File: config.mk
export PLATFORM = sky130hd
export DESIGN_NAME = ts_tx_serializer_flat
export DESIGN_NICKNAME = d
export VERILOG_FILES = /design/src/rtl/ts_tx_serializer_pkg.sv /design/src/rtl/ts_tx_serializer_if.sv /design/src/rtl/ts_tx_serializer_fifo.sv /design/src/rtl/ts_tx_serializer.sv /design/src/flat_wrapper.sv
export SDC_FILE = /design/constraint.sdc
export NUM_CORES = 1
export LEC_CHECK = 0
export CORE_ASPECT_RATIO = 1.75
export CORE_MARGIN = 2
export CORE_UTILIZATION = 59
export DETAILED_ROUTE_END_ITERATION = 8
export GPL_TIMING_DRIVEN = 0
export PLACE_DENSITY = 0.79
export SLEW_MARGIN = 20
export SYNTH_ARGS = -nofsm -noshare
export SYNTH_HDL_FRONTEND = slang
export SYNTH_SLANG_ARGS = --single-unit
File: constraint.sdc
create_clock -name clk -period 6.7 [get_ports clk]
set_input_delay 1.005 -clock clk [delete_from_list [all_inputs] [get_ports clk]]
set_output_delay 1.005 -clock clk [all_outputs]
set_load 0.005 [all_outputs]
File: src/rtl/ts_tx_serializer_pkg.sv
// ts_tx_serializer_pkg: shared constants, FSM state type and K-symbol helper for the TS transmit serializer.
package ts_tx_serializer_pkg;
    localparam int TS_W  = 128;
    localparam int SYM_W = 8;
    localparam int N_SYM = TS_W / SYM_W;
    localparam logic [SYM_W-1:0] COM    = 8'hBC;
    localparam logic [SYM_W-1:0] PADG12 = 8'hF7;
    typedef enum logic {IDLE, SEND} state_e;
    // COM is only a K-character in the first slot, PAD only in the link/lane number slots
    function automatic logic sym_is_k(input logic [3:0] idx, input logic [SYM_W-1:0] sym);
        return (idx == 4'd0 && sym == COM) || ((idx == 4'd1 || idx == 4'd2) && sym == PADG12);
    endfunction
endpackage

File: src/rtl/ts_tx_serializer_if.sv
// ts_tx_serializer_if: generator-side TS write/back-pressure and PHY-side symbol handshake.
//  ts_valid/ts          generator -> serializer, 128b ordered set
//  ts_tx_fifo_full      serializer -> generator back-pressure
//  tx_sym/_k/_valid     serializer -> PHY symbol beat
//  tx_sym_ready         PHY -> serializer acceptance
interface ts_tx_serializer_if;
    logic         ts_valid;
    logic [127:0] ts;
    logic         ts_tx_fifo_full;
    logic [7:0]   tx_sym;
    logic         tx_sym_k;
    logic         tx_sym_valid;
    logic         tx_sym_ready;
    modport master (output ts_valid, ts, tx_sym_ready,
                    input  ts_tx_fifo_full, tx_sym, tx_sym_k, tx_sym_valid);
    modport slave  (input  ts_valid, ts, tx_sym_ready,
                    output ts_tx_fifo_full, tx_sym, tx_sym_k, tx_sym_valid);
endinterface

File: src/rtl/ts_tx_serializer_fifo.sv
// ts_fifo: DEPTH x W synchronous FIFO with clear and next-cycle occupancy output.
//  clk/rst      clock, sync active-high reset
//  clr_i        drop all entries
//  push_i/din_i write (caller guarantees space or same-cycle pop)
//  pop_i/dout_o read head (dout_o is the current head)
//  empty_o/full_o current occupancy flags
//  count_d_o    occupancy after this cycle's push/pop/clear
module ts_fifo #(
    parameter int DEPTH = 4,
    parameter int W     = 128
) (
    input  logic                    clk,
    input  logic                    rst,
    input  logic                    clr_i,
    input  logic                    push_i,
    input  logic                    pop_i,
    input  logic [W-1:0]            din_i,
    output logic [W-1:0]            dout_o,
    output logic                    empty_o,
    output logic                    full_o,
    output logic [$clog2(DEPTH):0]  count_d_o
);
    localparam int AW = $clog2(DEPTH);
    localparam int CW = AW + 1;
    logic [W-1:0]  mem_q [DEPTH];
    logic [AW-1:0] wr_q, rd_q;
    logic [CW-1:0] count_q;
    assign count_d_o = clr_i ? '0 : count_q + CW'(push_i) - CW'(pop_i);
    assign empty_o   = count_q == '0;
    assign full_o    = count_q == CW'(DEPTH);
    assign dout_o    = mem_q[rd_q];
    always_ff @(posedge clk) begin
        if (push_i) mem_q[wr_q] <= din_i;
    end
    always_ff @(posedge clk) begin
        if (rst || clr_i) begin
            wr_q    <= '0;
            rd_q    <= '0;
            count_q <= '0;
        end else begin
            if (push_i) wr_q <= wr_q + AW'(1);
            if (pop_i) rd_q <= rd_q + AW'(1);
            count_q <= count_d_o;
        end
    end
endmodule

File: src/rtl/ts_tx_serializer.sv
// ts_tx_serializer: buffers 128b TS1/TS2 ordered sets and serializes them into 16 symbol beats.
//  clk/rst        clock, sync active-high reset
//  flush_i        abandon current TS and drop all buffered ones
//  bus (slave)    ts_valid/ts in, ts_tx_fifo_full out, tx_sym/_k/_valid out, tx_sym_ready in
//  ts_sent_cnt_o  saturating count of fully transmitted TSs
//  ts_ovf_o       sticky: a TS arrived with no free FIFO entry
module ts_tx_serializer
    import ts_tx_serializer_pkg::*;
#(
    parameter int DEPTH        = 4,
    parameter int AFULL_MARGIN = 1,
    parameter int CNT_W        = 16
) (
    input  logic              clk,
    input  logic              rst,
    input  logic              flush_i,
    ts_tx_serializer_if.slave bus,
    output logic [CNT_W-1:0]  ts_sent_cnt_o,
    output logic              ts_ovf_o
);
    localparam int CW = $clog2(DEPTH) + 1;
    state_e          state_q;
    logic [TS_W-1:0] shift_q, head;
    logic [3:0]      idx_q;
    logic            k_q, full_q, ovf_q, empty, fifo_full, push, pop, accept, last;
    logic [CW-1:0]   count_d;
    logic [CNT_W-1:0] cnt_q;
    assign accept = state_q == SEND && bus.tx_sym_ready;
    assign last   = accept && idx_q == 4'(N_SYM - 1);
    // refill on the last accepted beat so consecutive TSs leave no bubble
    assign pop    = !flush_i && !empty && (state_q == IDLE || last);
    // a same-cycle pop frees the slot, so a write at full occupancy still lands
    assign push   = !flush_i && bus.ts_valid && (!fifo_full || pop);
    ts_fifo #(.DEPTH(DEPTH), .W(TS_W)) u_fifo (
        .clk      (clk),
        .rst      (rst),
        .clr_i    (flush_i),
        .push_i   (push),
        .pop_i    (pop),
        .din_i    (bus.ts),
        .dout_o   (head),
        .empty_o  (empty),
        .full_o   (fifo_full),
        .count_d_o(count_d)
    );
    always_ff @(posedge clk) begin
        if (rst || flush_i) begin
            state_q <= IDLE;
            shift_q <= '0;
            idx_q   <= '0;
            k_q     <= 1'b0;
            full_q  <= 1'b0;
            cnt_q   <= '0;
        end else begin
            full_q <= count_d >= CW'(DEPTH - AFULL_MARGIN);
            if (pop) begin
                shift_q <= head;
                idx_q   <= '0;
                k_q     <= sym_is_k(4'd0, head[TS_W-1 -: SYM_W]);
                state_q <= SEND;
            end else if (accept) begin
                shift_q <= shift_q << SYM_W;
                idx_q   <= idx_q + 4'd1;
                k_q     <= sym_is_k(idx_q + 4'd1, shift_q[TS_W-SYM_W-1 -: SYM_W]);
                if (last) state_q <= IDLE;
            end
            if (last && cnt_q != '1) cnt_q <= cnt_q + CNT_W'(1);
        end
    end
    always_ff @(posedge clk) begin
        if (rst) ovf_q <= 1'b0;
        else if (bus.ts_valid && !flush_i && !push) ovf_q <= 1'b1;
    end
    assign bus.ts_tx_fifo_full = full_q;
    assign bus.tx_sym          = shift_q[TS_W-1 -: SYM_W];
    assign bus.tx_sym_k        = k_q;
    assign bus.tx_sym_valid    = state_q == SEND;
    assign ts_sent_cnt_o       = cnt_q;
    assign ts_ovf_o            = ovf_q;
endmodule

File: src/flat_wrapper.sv
// flat-port wrapper written by rule: the top's interface ports become plain ports
module ts_tx_serializer_flat import ts_tx_serializer_pkg::*;
#(
    parameter int DEPTH        = 4,
    parameter int AFULL_MARGIN = 1,
    parameter int CNT_W        = 16
)
  (clk, rst, flush_i, ts_sent_cnt_o, ts_ovf_o, bus_ts_valid, bus_ts, bus_tx_sym_ready, bus_ts_tx_fifo_full, bus_tx_sym, bus_tx_sym_k, bus_tx_sym_valid);
  ts_tx_serializer_if bus_i ();
  input  logic clk;
  input  logic rst;
  input  logic flush_i;
  output logic [CNT_W-1:0] ts_sent_cnt_o;
  output logic ts_ovf_o;
  input wire logic [$bits(bus_i.ts_valid)-1:0] bus_ts_valid;
  input wire logic [$bits(bus_i.ts)-1:0] bus_ts;
  input wire logic [$bits(bus_i.tx_sym_ready)-1:0] bus_tx_sym_ready;
  output wire logic [$bits(bus_i.ts_tx_fifo_full)-1:0] bus_ts_tx_fifo_full;
  output wire logic [$bits(bus_i.tx_sym)-1:0] bus_tx_sym;
  output wire logic [$bits(bus_i.tx_sym_k)-1:0] bus_tx_sym_k;
  output wire logic [$bits(bus_i.tx_sym_valid)-1:0] bus_tx_sym_valid;
  assign bus_i.ts_valid = bus_ts_valid;
  assign bus_i.ts = bus_ts;
  assign bus_i.tx_sym_ready = bus_tx_sym_ready;
  assign bus_ts_tx_fifo_full = bus_i.ts_tx_fifo_full;
  assign bus_tx_sym = bus_i.tx_sym;
  assign bus_tx_sym_k = bus_i.tx_sym_k;
  assign bus_tx_sym_valid = bus_i.tx_sym_valid;
  ts_tx_serializer #(.DEPTH(DEPTH), .AFULL_MARGIN(AFULL_MARGIN), .CNT_W(CNT_W)) u_core (.clk(clk), .rst(rst), .flush_i(flush_i), .bus(bus_i), .ts_sent_cnt_o(ts_sent_cnt_o), .ts_ovf_o(ts_ovf_o));
endmodule
# After elaboration in Yosys (flattened, before gate mapping)
# Memories as Yosys holds them, arrays and structs flattened. A register that Yosys moved wholly into a read port is not among the register bits.
# Cells that the tools add are included.
# op_classes
add_sub_neg	6
order_cmp	1
n_eq_ne	8
muxes	12
bitwise_logic	1
n_reduce_logical	25
# op_table
op	count
$mux W128	2
$eq A8 B8 Y1 const B	3
$add A16 B1 Y16 const B	1
$ne A16 B16 Y1 const B	1
$logic_and A1 B1 Y1	10
$mux W1	7
$logic_or A1 B1 Y1	5
$add A2 B1 Y2 const B	2
$add A4 B1 Y4 const B	1
$eq A4 B1 Y1 const B	1
$eq A4 B2 Y1 const B	1
$eq A4 B4 Y1 const B	1
$logic_not A1 Y1	4
$logic_not A4 Y1	1
$mux W2	2
$reduce_bool A2 Y1	2
$add A3 B1 Y3	1
$eq A3 B3 Y1 const B	1
$ge A3 B2 Y1 const B	1
$logic_not A3 Y1	1
$mux W3	1
$sub A3 B1 Y3	1
$reduce_and A2 Y1	1
$reduce_or A2 Y1	1
$not A1 Y1	1
# word_totals
ff_bits	159
ram_bits	512
in_bits	133
mem_count	1
# memory_table
memory	words	word_bits	read_ports	rd_ports_with_merged_regs	wr	line_no	text
u_core.u_fifo.mem_q	4	128	1	1	1	ts_tx_serializer_fifo.sv:25	logic [W-1:0] mem_q [DEPTH];

# Longest topological paths before layout
# Gate-level depths: netlist of the first run.
# depth
ltp_word	10
depth_mapped	15
ltp_nobuf	13

# Cells and area by module
# From an unflattened synthesis of the first run, not the netlist that was laid out.
# hier_totals
hier_cells	1580
area_unflattened_um2	26178.9
# by_module_without_submodules
module	instances	cells_per_inst	area_each_um2	seq_area_each_um2
ts_fifo	1	714	19029.5	15554.9
ts_tx_serializer	1	866	7149.4	3042.9

# Worst setup path before layout of the first run
# OpenSTA, ideal clock, no wires.
# synth_path
path_type	input-to-reg
start	input port bus_tx_sym_ready
end	memory u_core.u_fifo.mem_q[1][0] (enable)
setup_ps	502
arrival_time_ps	4917
setup_slack_ps	1281
path_stages	4
n_path_buf	0
path_cell_list	nand4_1 > and2_1 > a311oi_1 > and2_1
# synth_between
elab_chain_cells	8
# synth_rtl
item	line_no	text
from (decl)	flat_wrapper.sv:17	input wire logic [$bits(bus_i.tx_sym_ready)-1:0] bus_tx_sym_ready;
$logic_and A1 B1 Y1	ts_tx_serializer.sv:28	assign accept = state_q == SEND && bus.tx_sym_ready;
$logic_and A1 B1 Y1	ts_tx_serializer.sv:29	assign last = accept && idx_q == 4'(N_SYM - 1);
$logic_or A1 B1 Y1	ts_tx_serializer.sv:31	assign pop = !flush_i && !empty && (state_q == IDLE || last);
$logic_and A1 B1 Y1	ts_tx_serializer.sv:31	
$logic_or A1 B1 Y1	ts_tx_serializer.sv:33	assign push = !flush_i && bus.ts_valid && (!fifo_full || pop);
$logic_and A1 B1 Y1	ts_tx_serializer.sv:33	
$mux W1	ts_tx_serializer_fifo.sv:33	if (push_i) mem_q[wr_q] <= din_i;
$mux W1 (implied by the code)	ts_tx_serializer_fifo.sv:33	
to (decl)	ts_tx_serializer_fifo.sv:25	
# No other way between the ends.

# Worst setup path in the final report of the first run
# layout_path
start	input port bus_tx_sym_ready
end	register u_core.full_q, in the netlist u_core.bus.ts_tx_fifo_full
# layout_between
elab_chain_cells	10
# layout_rtl
item	line_no	text
$logic_and A1 B1 Y1 (*)	ts_tx_serializer.sv:28	
$logic_and A1 B1 Y1 (*)	ts_tx_serializer.sv:29	
$logic_or A1 B1 Y1 (*)	ts_tx_serializer.sv:31	
$logic_and A1 B1 Y1 (*)	ts_tx_serializer.sv:31	
named net u_core.pop	ts_tx_serializer.sv:25	logic k_q, full_q, ovf_q, empty, fifo_full, push, pop, accept, last;
$logic_or A1 B1 Y1	ts_tx_serializer.sv:33	
$logic_and A1 B1 Y1	ts_tx_serializer.sv:33	
$add A3 B1 Y3	ts_tx_serializer_fifo.sv:28	assign count_d_o = clr_i ? '0 : count_q + CW'(push_i) - CW'(pop_i);
$sub A3 B1 Y3 (*)	ts_tx_serializer_fifo.sv:28	
$mux W3 (*)	ts_tx_serializer_fifo.sv:28	
$ge A3 B2 Y1 (*)	ts_tx_serializer.sv:55	full_q <= count_d >= CW'(DEPTH - AFULL_MARGIN);
to (signal assigned)	ts_tx_serializer.sv:55	
to (decl)	ts_tx_serializer.sv:25	
# The timed path passes the listed nets; every way through them passes the cells marked *.
# A chain may end at the register's enable or synchronous reset.

==> results of run 1 <==
==> metal layers <==
metal	share of wire	vias up	track usage	routed length (um)
met1	0.34	7300	0.2859	19510
met4	0.052	6	0.1314	2947
li1	-	6516	-	-
met5	0.00072	-	0	41
met2	0.56	574	0.4769	31640
met3	0.050	171	0.03327	2845
==> cell families (layout without fill, tap and decap cells) <==
family / Yosys count / after routing / synth area share
AOI/OAI and AO/OA: 153 / 153 / 0.04873
xor gates and xnor gates: 20 / 20 / 0.006884
adders and majority gates: 12 / 12 / 0.006196
buffers and inverters: 123 / 396 / 0.02036
DFF: 673 / 673 / 0.7309
muxes: 129 / 129 / 0.1137
other: 0 / 3 / 0
and+or+nand+nor: 464 / 464 / 0.07322
==> worst register-to-register path: cells and delay by family, from the launching register on <==
family                   cells  cell delay, ns
buffers and inverters        5            0.94
flip-flops                   1            0.45
AO/OA/AOI/OAI                1            0.15
XOR/XNOR                     2            0.37
AND/OR/NAND/NOR              3            0.68
adder cells (fa/ha/maj)      4            1.10
==> cell usage after synthesis (2+ instances only) <==
library cell	number	area, um^2
nand2_1	266	998.5
buf_4	8	60.06
and2_1	6	37.54
nand4_1	6	37.54
clkbuf_1	80	300.3
buf_1	2	7.510
edfxtp_1	512	15370
or3_1	6	37.54
o21ai_0	7	35.03
nor3_1	3	15.01
ha_1	11	137.6
xor2_1	8	70.07
a211oi_1	3	22.52
and4_1	2	17.52
inv_1	12	45.04
mux4_2	128	2883
buf_2	21	105.1
nor2_1	148	555.5
dfxtp_1	161	3223
xnor2_1	12	105.1
nand3_1	17	85.08
a21oi_1	18	90.09
a311oi_1	121	1060
nor4_1	2	12.51
==> metrics by stage <==
stage / util / power, mW / instances / hold WS (ns) / setup TNS (ns)
floorplan: - / 4.877 / 1574 / 0.4481 / 0
global placement: 0.6523 / 5.074 / 2295 / 0.4659 / -881.83
detailed placement: 0.6589 / 5.087 / 2306 / 0.4665 / 0
CTS: 0.7032 / 8.351 / 2408 / 0.4845 / 0
global route: 0.7034 / 8.535 / 2411 / 0.4980 / 0
finish: 0.7034 / 8.312 / 2411 / 0.4833 / 0
==> how the worst min path moves through the flow <==
| stage | startpoint | end | slack, ns | cells after the start |
|---|---|---|---|---|
| floorplan | u_core.shift_q[0] | u_core.shift_q[0] | 0.45 | 2 |
| global placement | u_core.shift_q[6] | u_core.shift_q[6] | 0.47 | 2 |
| detailed placement | u_core.ts_ovf_o | u_core.ts_ovf_o | 0.47 | 2 |
| CTS | u_core.shift_q[66] | u_core.shift_q[66] | 0.48 | 2 |
| global route | u_core.shift_q[106] | u_core.shift_q[114] | 0.50 | 2 |
| finish | u_core.ts_ovf_o | u_core.ts_ovf_o | 0.48 | 2 |
==> state kept, by name, summed over array words and instances, names as in the netlist, 2 cells and up, named ones only <==
register and flops:
u_core.ts_sent_cnt_o 16, u_core.u_fifo.rd_q 2, u_core.u_fifo.count_q 3, u_core.u_fifo.wr_q 2, u_core.u_fifo.mem_q 512, u_core.shift_q 128, u_core.idx_q 4
==> final cells by class <==
type                    count  area (um^2)
diodes                      3        7.507
repair buffers            171         1874
multi-input cells         778         6339
inverters                  12        45.04
well taps                 561        701.9
flip-flops and latches    673        18600
fillers                  2770        12620
clock buffers              73         1590
plain buffers             111        473.0
clock inverters            29        292.8
==> power by group <==
group	internal (mW)	switching, mW	total [mW]
logic	0.183	0.226	0.409
clock network	1.90	1.41	3.31
registers	4.56	0.0322	4.59
total	6.64	1.67	8.31
==> metrics.md, run 1 <==
| Metric | Value |
|---|---|
| Initial core utilization | 0.5981 |
| Post-synth net total | 1719 |
| Share of cells above drive strength 1 | 0.1413 |
| Hold_buf cts | 0 |
| Die area | 0.04487 mm^2 |
| First-pass GRT wire length | 86780 um |
| Internal reg-to-reg setup slack | 2.86 ns |
| Worst Path Max Fanout | 10 |
| Setup crit start | bus_tx_sym_ready |
| Buf+Inv Stages, Crit Path | 6 |
| DRT iter0 DRCs | 1173 |
| Largest net degree at the start of global routing | 48 |
| H-tree depth | 2 |
| Worst slew margin | 0.2622 |
| Pre-antenna DRT Iters | 5 |
| Final instance area | 0.02992 mm^2 |
| Max-slew violation total from the final report | 0 |
| FP Rows | 100 |
| Final WS setup | 2.659 ns |
| Pre-CTS setup slack | 2.123 ns |
| Maximum clock frequency | 247.5 MHz |
| Die width | 161.0 um |
| CP endpoint kind | register |
| DR vias | 14.57k |
| Root Driver | clkbuf_16 |
| Sink Count | 673 |
| WS Path Type | primary input to register |
| Req. time, crit path | 7.13 ns |
| Routed wire length | 56990 um |
| Most frequent cells in the layout | edfxtp_1, nand2_1, dfxtp_1 |
| Crit share post-route | 0.6032 |
| Clk_lat worst skew | 0.58 ns |
| RSZ-0062 raised after global routing | false |
| Mapped Avg Cell Area | 16.17 um^2 |
| Max-cap violations | 0 |
| Top FF cell, synth | edfxtp_1 |
| Mapped Area | 0.02544 mm^2 |
| Seq/Total Area, Yosys | 0.7309 |
| Startpoint type of the worst setup path | primary input |
| Grt ovf | 0 |
| GPL Wtd Cong | 0.8926 |
| # port buffers | 160 |
| Antenna violations before repair | 6 |
| FF-to-FF path depth | 15 |
| DR vias/cell | 6.042 |
| Final setup skew | 0.01160 ns |
| Final nets | 1947 |
| Arrival time at the worst endpoint | 4.47 ns |
| Area delta synth->final | 17.59% |
| Pwr Density | 277.8 mW/mm^2 |
| Final Hold Viols | 0 |
| Most common cell after layout, fill and taps aside | edfxtp_1 |
| Critical path's top delay family | buffers and inverters |
| R2r endpoint | u_core.bus.ts_tx_fifo_full |
| Core Area | 0.04254 mm^2 |
| WL per Instance | 23.64 um |
| Post-route minimum period | 4.041 ns |
| Antenna-violating nets left | 0 |
| Ys async rst share | 0 |
| CTS tree | yes |
| Static Leak | 9.186 nW |
| Longest Clk Path Bufs | 3 |
| R2r startpoint | u_core.idx_q[0] |
| Most used cell, CP | inv_1 |
| Drc violations | 0 |
| YS warnings | 0 |
| IR drop worst, VDD | 0.2537 mV |
| Total CTS buffers | 55 |
| Count of state elements after synthesis | 673 |
| Die Y | 278.7 um |
| Hold crit path type | register to register |
| Status | complete, no violations |
| Hpwl dp | 38810 um |
| Post-synth EDFFs | 512 |
| CP max stage delay | 0.55 ns |
| Cell count after synthesis | 1574 |
| Final setup fails | 0 |
| DP Area | 0.02803 mm^2 |
| CP Capture Point | u_core.bus.ts_tx_fifo_full |
| Io pins | 161 |
| CTS resizes | 0 |
| Worst-path clk slew | 0.07 ns |
| GRT Total Usage | 0.2564 |
| Stages on worst setup path | 15 |
| Netlist cell types | 38 |
| Slew @ Worst Pin | 1.099 ns |
| Cell Chain, Critical Path | clkdlybuf4s50_1 > nand4_1 > and2_1 > or3_1 > clkbuf_1 > inv_1 > buf_2 > ha_1 > inv_1 > ha_1 > inv_1 > fa_1 > xor2_1 > xnor2_1 > o22ai_1 |
| Setup Fix Bufs, Post-CTS | 0 |
| Critical path's slowest cell | clkdlybuf4s50_1 |
| Vias in the first global route | 15.42k |
Power figures use the tool's default switching activity.
==> run 2: changes to the inputs <==
CORE_UTILIZATION = 53   (was 59)
PLACE_DENSITY = 0.75   (was 0.79)
clock period = 3.55 ns   (was 6.7 ns; I/O delays follow)
==> metrics.md, run 2 (synthesis results as in run 1) <==
| Metric | Value |
|---|---|
| Final instance area | 0.02991 mm^2 |
| Static Leak | 9.126 nW |
| Reg with most FFs | u_core.u_fifo.mem_q |
| Most common cell after layout, fill and taps aside | edfxtp_1 |
| Initial core utilization | 0.5344 |
| Worst-path clk slew | 0.07 ns |
| Die Y | 293.9 um |
| Hpwl dp | 38880 um |
| Antenna-violating nets left | 0 |
| Layout Cells excl Fill | 2449 |
| H-tree depth | 2 |
| DRT iter0 DRCs | 1023 |
| Maximum clock frequency | 298.7 MHz |
| Worst Path Max Fanout | 7 |
| R2r endpoint | u_core.bus.ts_tx_fifo_full |
| DP Cell Count | 2340 |
| Crit share post-route | 0.9431 |
| Final setup skew | 0.01485 ns |
| Core Area | 0.04761 mm^2 |
| Pwr Density | 518.3 mW/mm^2 |
| Root Driver | clkbuf_16 |
| Grt ovf | 0 |
| Final setup fails | 0 |
| GRT Total Usage | 0.2302 |
| Io pins | 161 |
| FILL cells | 3391 |
| Die area | 0.04985 mm^2 |
| GPL Wtd Cong | 0.8501 |
| Routed wire length | 56600 um |
| Status | complete, no violations |
| DP Area | 0.02808 mm^2 |
| Sink Count | 673 |
| CP endpoint kind | register |
| Setup crit start | u_core.idx_q[1] |
| Startpoint type of the worst setup path | register |
| Final nets | 1950 |
| Max-slew violation total from the final report | 0 |
| FP Rows | 106 |
| DR vias/cell | 5.838 |
| Total CTS buffers | 56 |
| RSZ-0062 raised after global routing | false |
| Pre-antenna DRT Iters | 5 |
| Slew @ Worst Pin | 1.072 ns |
| Vias in the first global route | 15.02k |
| Largest net degree at the start of global routing | 48 |
| Area delta synth->final | 17.57% |
| Share of cells above drive strength 1 | 0.1437 |
| Max reg flops | 512 |
| WS Path Type | register to register |
| Util after Layout | 0.6283 |
| Internal reg-to-reg setup slack | 0.20 ns |
| # port buffers | 160 |
| Drc violations | 0 |
| First-pass GRT wire length | 85910 um |
| CTS tree | yes |
| Antenna violations before repair | 8 |
| Arrival time at the worst endpoint | 3.79 ns |
| Longest Clk Path Bufs | 3 |
| Hold_buf cts | 0 |
| WL per Instance | 23.11 um |
| Worst slew margin | 0.2854 |
| Final Hold Viols | 0 |
| IR drop worst, VDD | 0.4754 mV |
| Req. time, crit path | 3.99 ns |
| Clk_lat worst skew | 0.59 ns |
| Most frequent cells in the layout | edfxtp_1, nand2_1, dfxtp_1, clkdlybuf4s50_1, nor2_1 |
| Hold crit path type | register to register |
| CP Capture Point | u_core.bus.ts_tx_fifo_full |
| DR vias | 14.30k |
| Max-cap violations | 0 |
| FF-to-FF path depth | 13 |
| Die width | 169.6 um |
| Post-route minimum period | 3.348 ns |
| R2r startpoint | u_core.idx_q[1] |
[run 2: cell count changes in the layout (fill, tap and decap cells not counted), sizes merged]
cell,delta
bufinv,-2
diode,+1
inv,-1
clkinv,+1
buf,+2
clkinvlp,+4
[run 2: worst min-delay path by stage]
stage | cells past startpoint | to | start
global route | 2 | u_core.shift_q[63] | u_core.shift_q[55]
CTS | 2 | u_core.shift_q[0] | u_core.shift_q[0]
global placement | 2 | u_core.shift_q[6] | u_core.shift_q[6]
detailed placement | 2 | u_core.shift_q[0] | u_core.shift_q[0]
floorplan | 2 | u_core.shift_q[0] | u_core.shift_q[0]
finish | 2 | u_core.shift_q[0] | u_core.shift_q[0]
[run 2: power by group]
part	total (mW)	switching [mW]	internal [mW]
clock	6.07	2.74	3.33
sequential	8.66	0.0573	8.60
combinational	0.774	0.423	0.350
total	15.5	3.22	12.3
[run 2: per-stage QoR]
step / total power [mW] / setup WS [ns] / TNS (ns) / hold slack (ns)
after floorplan: 9.198 / -0.1485 / -76.04 / 0.4481
after global placement: 9.571 / -1.982 / -998.54 / 0.4663
after detailed placement: 9.605 / -0.6311 / -54.17 / 0.4647
after CTS: 15.60 / 0.006426 / 0 / 0.4746
after global routing: 15.97 / 0.004837 / 0 / 0.4832
final: 15.51 / 0.2019 / 0 / 0.4783
[run 2: critical path: stages, from the launching register on]
cell and delay (ns):
dfxtp_1 0.41, ha_2 0.26, nand4_1 0.10, and2_1 0.21
a311oi_2 0.59, inv_1 0.10, ha_1 0.31, inv_1 0.06
ha_1 0.13, inv_1 0.05, fa_1 0.41, xor2_1 0.16
xnor2_1 0.25, o22ai_1 0.15
[run 2: cell type report]
cell class | instances | area (um^2) | area share
flip-flops and latches | 673 | 18600 | 0.6217
multi-input cells | 778 | 6352 | 0.2123
repair buffers | 174 | 1894 | 0.06332
clock buffers | 73 | 1526 | 0.05103
well taps | 594 | 743.2 | 0.02484
plain buffers | 110 | 471.7 | 0.01577
clock inverters | 31 | 272.8 | 0.009118
inverters | 12 | 45.04 | 0.001506
diodes | 4 | 10.01 | 0.0003346
[run 2: routing by layer]
layer | routed length, um | vias up | global-route usage
li1 | - | 6538 | -
met1 | 20110 | 7202 | 0.2568
met2 | 31370 | 417 | 0.4260
met3 | 2449 | 132 | 0.03658
met4 | 2620 | 8 | 0.1097
met5 | 54 | - | 0
[run 2: repair_timing]
item / in CTS / in global routing
gates resized for setup: 2 / 3
setup endpoints to repair: 2 / 2
buffers inserted: 0 / 2
pin swaps: 0 / 2
cloned: 0 / 0
==> run 3: changes to the inputs <==
SKIP_LAST_GASP = 1   (was not set)
==> results of run 3 <==
No change in the layout: final DEF, timing and power equal those of run 2.
